===== src/rtl/div_seq.sv =====
// ----------------------------------------------------------------------------
// div_seq: iterative signed fixed-point divider (restoring, one bit per cycle).
//
// Computes out = (in_0 << FRAC_BITS) / in_1 in the same Q-format the
// multipliers produce. Truncates toward zero and saturates to the WIDTH-bit
// signed range. Only one operation is in flight at a time.
//
// Optional feature: define APPROX_DIV_EN to skip the last APPR_BITS quotient
// iterations. Those low quotient bits are then forced to zero, and latency
// drops by APPR_BITS cycles.
//
// Ports:
//   clk          clock, rising edge
//   rst          synchronous active-high reset; aborts any operation
//   in_valid     operand pair valid
//   in_ready     divider idle and able to accept operands
//   in_0         dividend, signed
//   in_1         divisor, signed
//   out_valid    result valid (held until out_ready)
//   out_ready    consumer accepts result
//   out          quotient, signed, saturated
//   div_by_zero  result came from a zero divisor
//   ovf          result was saturated due to overflow
// ----------------------------------------------------------------------------
module div_seq #(
    parameter int unsigned WIDTH     = 32,
    parameter int unsigned FRAC_BITS = 8,
    parameter int unsigned APPR_BITS = 8
) (
    input  logic             clk,
    input  logic             rst,
    input  logic             in_valid,
    output logic             in_ready,
    input  logic [WIDTH-1:0] in_0,
    input  logic [WIDTH-1:0] in_1,
    output logic             out_valid,
    input  logic             out_ready,
    output logic [WIDTH-1:0] out,
    output logic             div_by_zero,
    output logic             ovf
);

`ifdef APPROX_DIV_EN
    localparam bit ApproxEn = 1'b1;
`else
    localparam bit ApproxEn = 1'b0;
`endif

    localparam int unsigned N     = WIDTH + FRAC_BITS;
    localparam int unsigned Skip  = ApproxEn ? APPR_BITS : 0;
    localparam int unsigned Iters = N - Skip;
    localparam int unsigned CntW  = $clog2(N + 1);

    // Largest magnitudes representable for positive / negative results.
    localparam logic [N-1:0] PosMag = {{(FRAC_BITS + 1){1'b0}}, {(WIDTH - 1){1'b1}}};
    localparam logic [N-1:0] NegMag = PosMag + 1'b1;
    localparam logic [WIDTH-1:0] PosSat = {1'b0, {(WIDTH - 1){1'b1}}};
    localparam logic [WIDTH-1:0] NegSat = {1'b1, {(WIDTH - 1){1'b0}}};

    typedef enum logic [1:0] {StIdle, StCalc, StDone} state_e;

    state_e            state_q, state_d;
    logic [CntW-1:0]   cnt_q;
    logic [N-1:0]      num_q;
    logic [WIDTH-1:0]  rem_q;
    logic [N-2:0]      quo_q;
    logic [WIDTH-1:0]  div_q;
    logic              sign_q;
    logic [WIDTH-1:0]  out_q;
    logic              dbz_q;
    logic              ovf_q;

    logic [WIDTH-1:0]  abs_0, abs_1;
    logic [WIDTH:0]    rem_sh, trial;
    logic              q_bit;
    logic [WIDTH-1:0]  rem_nx;
    logic [N-1:0]      quo_nx, mag;
    logic [WIDTH-1:0]  res;
    logic              res_ovf;
    logic              last_step;

    // Magnitudes; -(-2^(WIDTH-1)) wraps to 2^(WIDTH-1), which is the correct unsigned value.
    assign abs_0 = in_0[WIDTH-1] ? -in_0 : in_0;
    assign abs_1 = in_1[WIDTH-1] ? -in_1 : in_1;

    // One restoring step; remainder always stays below the divisor so WIDTH bits suffice.
    assign rem_sh    = {rem_q, num_q[N-1]};
    assign trial     = rem_sh - {1'b0, div_q};
    assign q_bit     = ~trial[WIDTH];
    assign rem_nx    = q_bit ? trial[WIDTH-1:0] : rem_sh[WIDTH-1:0];
    assign quo_nx    = {quo_q, q_bit};
    assign mag       = quo_nx << Skip;
    assign last_step = (cnt_q == CntW'(1));

    // Sign fix and saturation of the final magnitude.
    always_comb begin
        res     = '0;
        res_ovf = 1'b0;
        if (!sign_q) begin
            if (mag > PosMag) begin
                res     = PosSat;
                res_ovf = 1'b1;
            end else begin
                res = mag[WIDTH-1:0];
            end
        end else begin
            if (mag > NegMag) begin
                res     = NegSat;
                res_ovf = 1'b1;
            end else begin
                res = -mag[WIDTH-1:0];
            end
        end
    end

    // State register.
    always_ff @(posedge clk) begin
        if (rst) begin
            state_q <= StIdle;
        end else begin
            state_q <= state_d;
        end
    end

    // Next-state logic.
    always_comb begin
        state_d = state_q;
        unique case (state_q)
            StIdle: if (in_valid) state_d = (in_1 == '0) ? StDone : StCalc;
            StCalc: if (last_step) state_d = StDone;
            StDone: if (out_ready) state_d = StIdle;
            default: state_d = StIdle;
        endcase
    end

    // Outputs.
    always_comb begin
        in_ready    = (state_q == StIdle) && !rst;
        out_valid   = (state_q == StDone);
        out         = out_q;
        div_by_zero = dbz_q;
        ovf         = ovf_q;
    end

    // Datapath.
    always_ff @(posedge clk) begin
        if (rst) begin
            cnt_q  <= '0;
            num_q  <= '0;
            rem_q  <= '0;
            quo_q  <= '0;
            div_q  <= '0;
            sign_q <= 1'b0;
            out_q  <= '0;
            dbz_q  <= 1'b0;
            ovf_q  <= 1'b0;
        end else begin
            unique case (state_q)
                StIdle: begin
                    if (in_valid) begin
                        sign_q <= in_0[WIDTH-1] ^ in_1[WIDTH-1];
                        div_q  <= abs_1;
                        num_q  <= N'(abs_0) << FRAC_BITS;
                        rem_q  <= '0;
                        quo_q  <= '0;
                        cnt_q  <= CntW'(Iters);
                        ovf_q  <= 1'b0;
                        dbz_q  <= (in_1 == '0);
                        if (in_1 == '0) begin
                            out_q <= in_0[WIDTH-1] ? NegSat : PosSat;
                        end
                    end
                end
                StCalc: begin
                    num_q <= {num_q[N-2:0], 1'b0};
                    rem_q <= rem_nx;
                    quo_q <= quo_nx[N-2:0];
                    cnt_q <= cnt_q - CntW'(1);
                    if (last_step) begin
                        out_q <= res;
                        ovf_q <= res_ovf;
                    end
                end
                default: ;
            endcase
        end
    end

endmodule


===== config.mk =====
export PLATFORM = sky130hd
export DESIGN_NAME = div_seq
export DESIGN_NICKNAME = d
export VERILOG_FILES = /design/src/rtl/div_seq.sv
export SDC_FILE = /design/constraint.sdc
export NUM_CORES = 1
export LEC_CHECK = 0
export BUFFER_PORTS_ARGS = -buffer_cell sky130_fd_sc_hd__buf_2
export CAP_MARGIN = 5
export CORE_UTILIZATION = 63
export DETAILED_ROUTE_END_ITERATION = 12
export GPL_ROUTABILITY_DRIVEN = 0
export PLACE_DENSITY = 0.84
export REMOVE_ABC_BUFFERS = 1
export SYNTH_ARGS = -nofsm -noshare
export SYNTH_HDL_FRONTEND = slang
export SYNTH_SLANG_ARGS = --single-unit
export TNS_END_PERCENT = 1

===== constraint.sdc =====
create_clock -name clk -period 11.7 [get_ports clk]
set_clock_uncertainty 0.05 [all_clocks]
set_input_delay 2.34 -clock clk [delete_from_list [all_inputs] [get_ports clk]]
set_output_delay 2.34 -clock clk [all_outputs]
set_load 0.01 [all_outputs]

* After elaboration in Yosys (flattened, before gate mapping)
Cells that the tools add are included.
** Storage, ports and cells
- Bits in registers :: 186
- Input bits :: 68
- Output and inout port bits :: 36
- Word-level logic and storage cells :: 66
** Cells by class
- Add/subtract/negate cells :: 5
- $lt $le $gt $ge :: 2
- Equal/unequal tests :: 7
- Muxes and demuxes :: 30
- Bitwise operators :: 2
- Reductions and logical operators :: 10
** Operator list (number)
- $mux W32 :: 11
- $pmux W32 S2 :: 2
- $neg A32 Y32 :: 3
- $pmux W40 S2 :: 1
- $pmux W39 S2 :: 1
- $gt A40 B31 Y1 const B :: 1
- $gt A40 B32 Y1 const B :: 1
- $mux W40 :: 1
- $mux W39 :: 1
- $sub A33 B32 Y33 :: 1
- $logic_not A32 Y1 :: 1
- $pmux W6 S2 :: 1
- $mux W2 :: 4
- $eq A6 B1 Y1 const B :: 1
- $mux W6 :: 1
- $ne A2 B2 Y1 const B :: 3
- $pmux W2 S3 :: 1
- $reduce_and A3 Y1 :: 2
- $sub A6 B1 Y6 const B :: 1
- $mux W1 :: 5
- $reduce_and A2 Y1 :: 2
- $reduce_and A4 Y1 :: 1
- $eq A2 B1 Y1 const B :: 1
- $eq A2 B2 Y1 const B :: 1
- 8 further kinds :: 8

* Depth between registers and ports, before layout
- Depth after elaboration :: 7
- Gate-level depth with buffers :: 22
- Depth with buffers taken out :: 19

* Least setup slack after synthesis
OpenSTA, ideal clock, no wires.
- Kind :: input to output
- Start :: input rst
- End :: output in_ready
- Data arrival time :: 2.866 ns
- Required time :: 9.310 ns
- Setup slack :: 6.444 ns
- Stages :: 2
- Path buffers :: 1
- Path through :: clkbuf_1 -> nor3_1
** Between the ends
- Cells in the longest elaborated chain, start to end :: 2
** RTL lines
- start, declared :: RTL line 31 : input logic rst,
- $logic_not A1 Y1 :: RTL line 138 : in_ready = (state_q == StIdle) && !rst;
- $logic_and A1 B1 Y1 :: RTL line 138
- end, declared :: RTL line 33 : output logic in_ready,
Every way passes these cells.

* Worst setup path after layout
Ends and elaborated chain as after synthesis.

==> results.json <==
{
  "status": "complete, no violations",
  "top_layer_used": "met4",
  "post-route-drc-count": 0,
  "top_level_ports": 104,
  "fin_setup_tns_ns": 0,
  "post_layout_nonfiller_instances": 1663,
  "timing.critical_path.max_delay_family": "buffers and inverters",
  "xor_and_xnor_fraction_of_the_mapped_netlist_area_pct": 8.45,
  "cts_setup_buffers": 0,
  "cts.root.buffer_cell": "sky130_fd_sc_hd__clkbuf_16",
  "fin_area_mm2": 0.0118,
  "grt_max_degree": 95,
  "synth_compound_area_share_pct": 26.3,
  "crit_required_ns": 9.31,
  "synth_area_leader_cell": "sky130_fd_sc_hd__dfxtp_1",
  "largest_family_of_logic_cells_by_synthesized_area": "compound AO/OA/AOI/OAI gates",
  "fin_crit_ns": 5.49,
  "worstPathCellList": "buf_4 -> nor3_1 -> buf_2",
  "ir_worst_vdd_v": 0.000156,
  "number_of_flops_mapped_to_enable_cells_by_yosys": 0,
  "hold-worst-slack_ns": 0.393,
  "cts_inserted_buffers": 17,
  "crit_path_max_incr_delay_ns": 0.44,
  "clk_pin_slew_ns": 0.06,
  "cts_num_sinks": 178,
  "grt.total_usage_pct": 32.0,
  "synth_top_area_share_pct": 33.4,
  "avgViaCountPerCell": 6.34,
  "synth.area.mux_share_pct": 1.03,
  "cts_hold_buffers": 0,
  "p_per_area_mw_per_mm2": 200,
  "first_global_vias": 9761,
  "antenna_cells_inserted": 0,
  "fp.dieH_um": 132,
  "areaGrowthSynthToFinish_pct": 11.0,
  "cp-start-kind": "input port",
  "maxCapViolations": 0,
  "type_of_the_worst_setup_path": "in -> out",
  "totalWireLength_mm": 27.5,
  "synth-seq-area-share_pct": 33.4,
  "r2r-start": "num_q[39]",
  "postPlaceCellArea_mm2": 0.0112,
  "grt_pass1_wl_mm": 46.2,
  "synth.lib_cells_used.distinct": 78,
  "number_of_buffers_inserted_by_port_buffering": 103,
  "detailed_place_hpwl_mm": 18.6,
  "postCtsResizedCells": 0,
  "initialDrtViolationCount": 1146,
  "worstSetupStartpoint": "rst",
  "drv_slew": 0,
  "report.power.total_mw": 2.37,
  "horizontal_die_dimension_um": 132,
  "critical_path_arrival_ns": 3.10,
  "detail-route-antenna-nets": 0,
  "max_clock_freq_mhz": 182,
  "layout_setup_ws_ns": 6.21,
  "rsz_0062_raised_after_global_routing": "false",
  "effective_utilization_at_floorplan_pct": 64.5,
  "synth_fa_ha_area_share_pct": 4.53,
  "hold_path.startpoint": "out[6]",
  "fillers": 1338,
  "critPathCaptureType": "primary output",
  "fin_crit_sh_pct": 46.9,
  "core_area_mm2": 0.0165,
  "setup_violations": 0,
  "worstPathBufferInverterCount": 2,
  "internal_power_mw": 1.39,
  "static-leakage-power_nw": 4.78,
  "cts_max_path_buffers": 2,
  "synth_top_flop_cell": "sky130_fd_sc_hd__dfxtp_1",
  "post_synthesis_simple_gate_area_fraction_pct": 21.2,
  "vias": 10550,
  "power.share.clock_pct": 24.6,
  "power.sequential.fraction_pct": 29.7,
  "netlist_area_pre_place_mm2": 0.0107,
  "share_of_final_layout_standard_cells_stronger_than_drive_strength_1_pct": 12.1,
  "critical_path_peak_fanout": 50,
  "clock_tree_from_tritoncts": "done",
  "ys_async_sr_fraction_pct": 0,
  "cts_max_level": 4,
  "worst_slew_slack_as_a_fraction_of_its_limit_pct": 16.9,
  "floorplan.rows": 47,
  "number_of_failing_hold_endpoints_at_the_final_stage": 0,
  "ys_ff_latch": 178,
  "yosys-top-cells-area": "sky130_fd_sc_hd__dfxtp_1, sky130_fd_sc_hd__a21oi_1, sky130_fd_sc_hd__nand2_1",
  "power_switching_mw": 0.975,
  "placedCellCount": 1631,
  "layout_common_cells": "sky130_fd_sc_hd__dfxtp_1, sky130_fd_sc_hd__nand2_1, sky130_fd_sc_hd__a21oi_1, sky130_fd_sc_hd__buf_2, sky130_fd_sc_hd__nor2_1",
  "syn-mean-instance-area_um2": 7.70,
  "preCtsSetupSlack_ns": 6.21,
  "min-delay-path-class": "reg -> reg",
  "sw_frac_of_total_pct": 41.2,
  "postSynthCellCount": 1384,
  "detailedRoute.firstPassIterationCount": 5,
  "routed_wire_length_per_instance_um": 16.5,
  "die_outline_area_mm2": 0.0174,
  "met3_wirelength_mm": 1.93,
  "pwr-share-comb_pct": 45.6,
  "num-nets-final": 1536,
  "worst_skew_pair.late_latency_ns": 0.43,
  "final_common_cell": "sky130_fd_sc_hd__dfxtp_1",
  "antenna_found_initial": 0,
  "tightest_slew_ns": 1.24,
  "yosys_warnings": 0,
  "postLayoutCoreUtil_pct": 71.6,
  "slowest_stage_cell_on_the_critical_path": "sky130_fd_sc_hd__buf_4",
  "global_route.overflow_total": 0,
  "drt-met1-wl_mm": 11.9,
  "met2_wirelength_mm": 12.7
}
[metal layers]
metal,vias up,GRT usage (%)
li1,5096,-
met1,4935,42.7
met2,440,51.8
met3,79,4.46
met4,0,14.1
met5,-,0
[synthesized netlist by cell type (8+ instances only)]
master                     count
sky130_fd_sc_hd__nand3_1      74
sky130_fd_sc_hd__or4_1        12
sky130_fd_sc_hd__a21boi_0     25
sky130_fd_sc_hd__a32oi_1      10
sky130_fd_sc_hd__xnor2_1      39
sky130_fd_sc_hd__nor2_1       89
sky130_fd_sc_hd__a21o_1       15
sky130_fd_sc_hd__nor4_1       14
sky130_fd_sc_hd__nor3_1       18
sky130_fd_sc_hd__nand4_1      10
sky130_fd_sc_hd__o22ai_1      16
sky130_fd_sc_hd__inv_1        49
sky130_fd_sc_hd__nor2b_1       8
sky130_fd_sc_hd__and3_1       17
sky130_fd_sc_hd__nand2b_1     11
sky130_fd_sc_hd__a22oi_1      12
sky130_fd_sc_hd__clkbuf_1     65
sky130_fd_sc_hd__o41ai_1      13
sky130_fd_sc_hd__buf_1        17
sky130_fd_sc_hd__nand2_1     165
sky130_fd_sc_hd__o21ai_1      40
sky130_fd_sc_hd__a31oi_1      21
sky130_fd_sc_hd__buf_2         8
sky130_fd_sc_hd__o21ai_0      70
sky130_fd_sc_hd__xor2_1       62
sky130_fd_sc_hd__o31ai_1      26
sky130_fd_sc_hd__dfxtp_1     178
sky130_fd_sc_hd__or3_1        12
sky130_fd_sc_hd__mux2i_1      11
sky130_fd_sc_hd__a21oi_1     139
sky130_fd_sc_hd__ha_1         37
[path summary, 6_finish.rpt]
| kind | end | slack [ns] | cells after the start |
|---|---|---|---|
| min reg2reg | out[6] | 0.39 | 2 |
| min | out[6] | 0.39 | 2 |
| max | in_ready | 6.21 | 3 |
| max reg2reg | out[30] | 6.97 | 18 |
[worst min-delay path: cells and delay by family (launching register included)]
kind	cells	cell delay [ns]
compound gates	1	0.05
flops	1	0.31
simple gates	1	0.05
[layout make-up]
type,instances,area (um^2),area share [%]
well taps,220,275,2.33
clock buffers,19,453,3.83
clock inverters,13,150,1.27
inverters,50,188,1.59
flip-flops and latches,178,3560,30.1
repair buffers,117,623,5.27
multi-input cells,1066,6580,55.6
[state kept, by name (all words and copies together), names as in the netlist]
register and flops:
cnt_q 6, rem_q 32, num_q 32, ovf 1
div_q 32, state_q 2, out 32, sign_q 1
quo_q 39, div_by_zero 1
[power groups by stage]
stage	logic (mW)	registers, mW	clock network, mW
floorplan	0.781	0.707	0
global placement	1.02	0.714	0
detailed placement	1.04	0.715	0
CTS	1.05	0.702	0.588
global route	1.19	0.710	0.612
finish	1.08	0.703	0.583
[logic make-up after synthesis]
kind of cell / after synthesis
AOI/OAI and AO/OA: 450
buffers and inverters: 140
adders and majority gates: 38
and+or+nand+nor: 465
xor gates and xnor gates: 102
DFF: 178
muxes: 11
(Power assumes the default switching activity.)
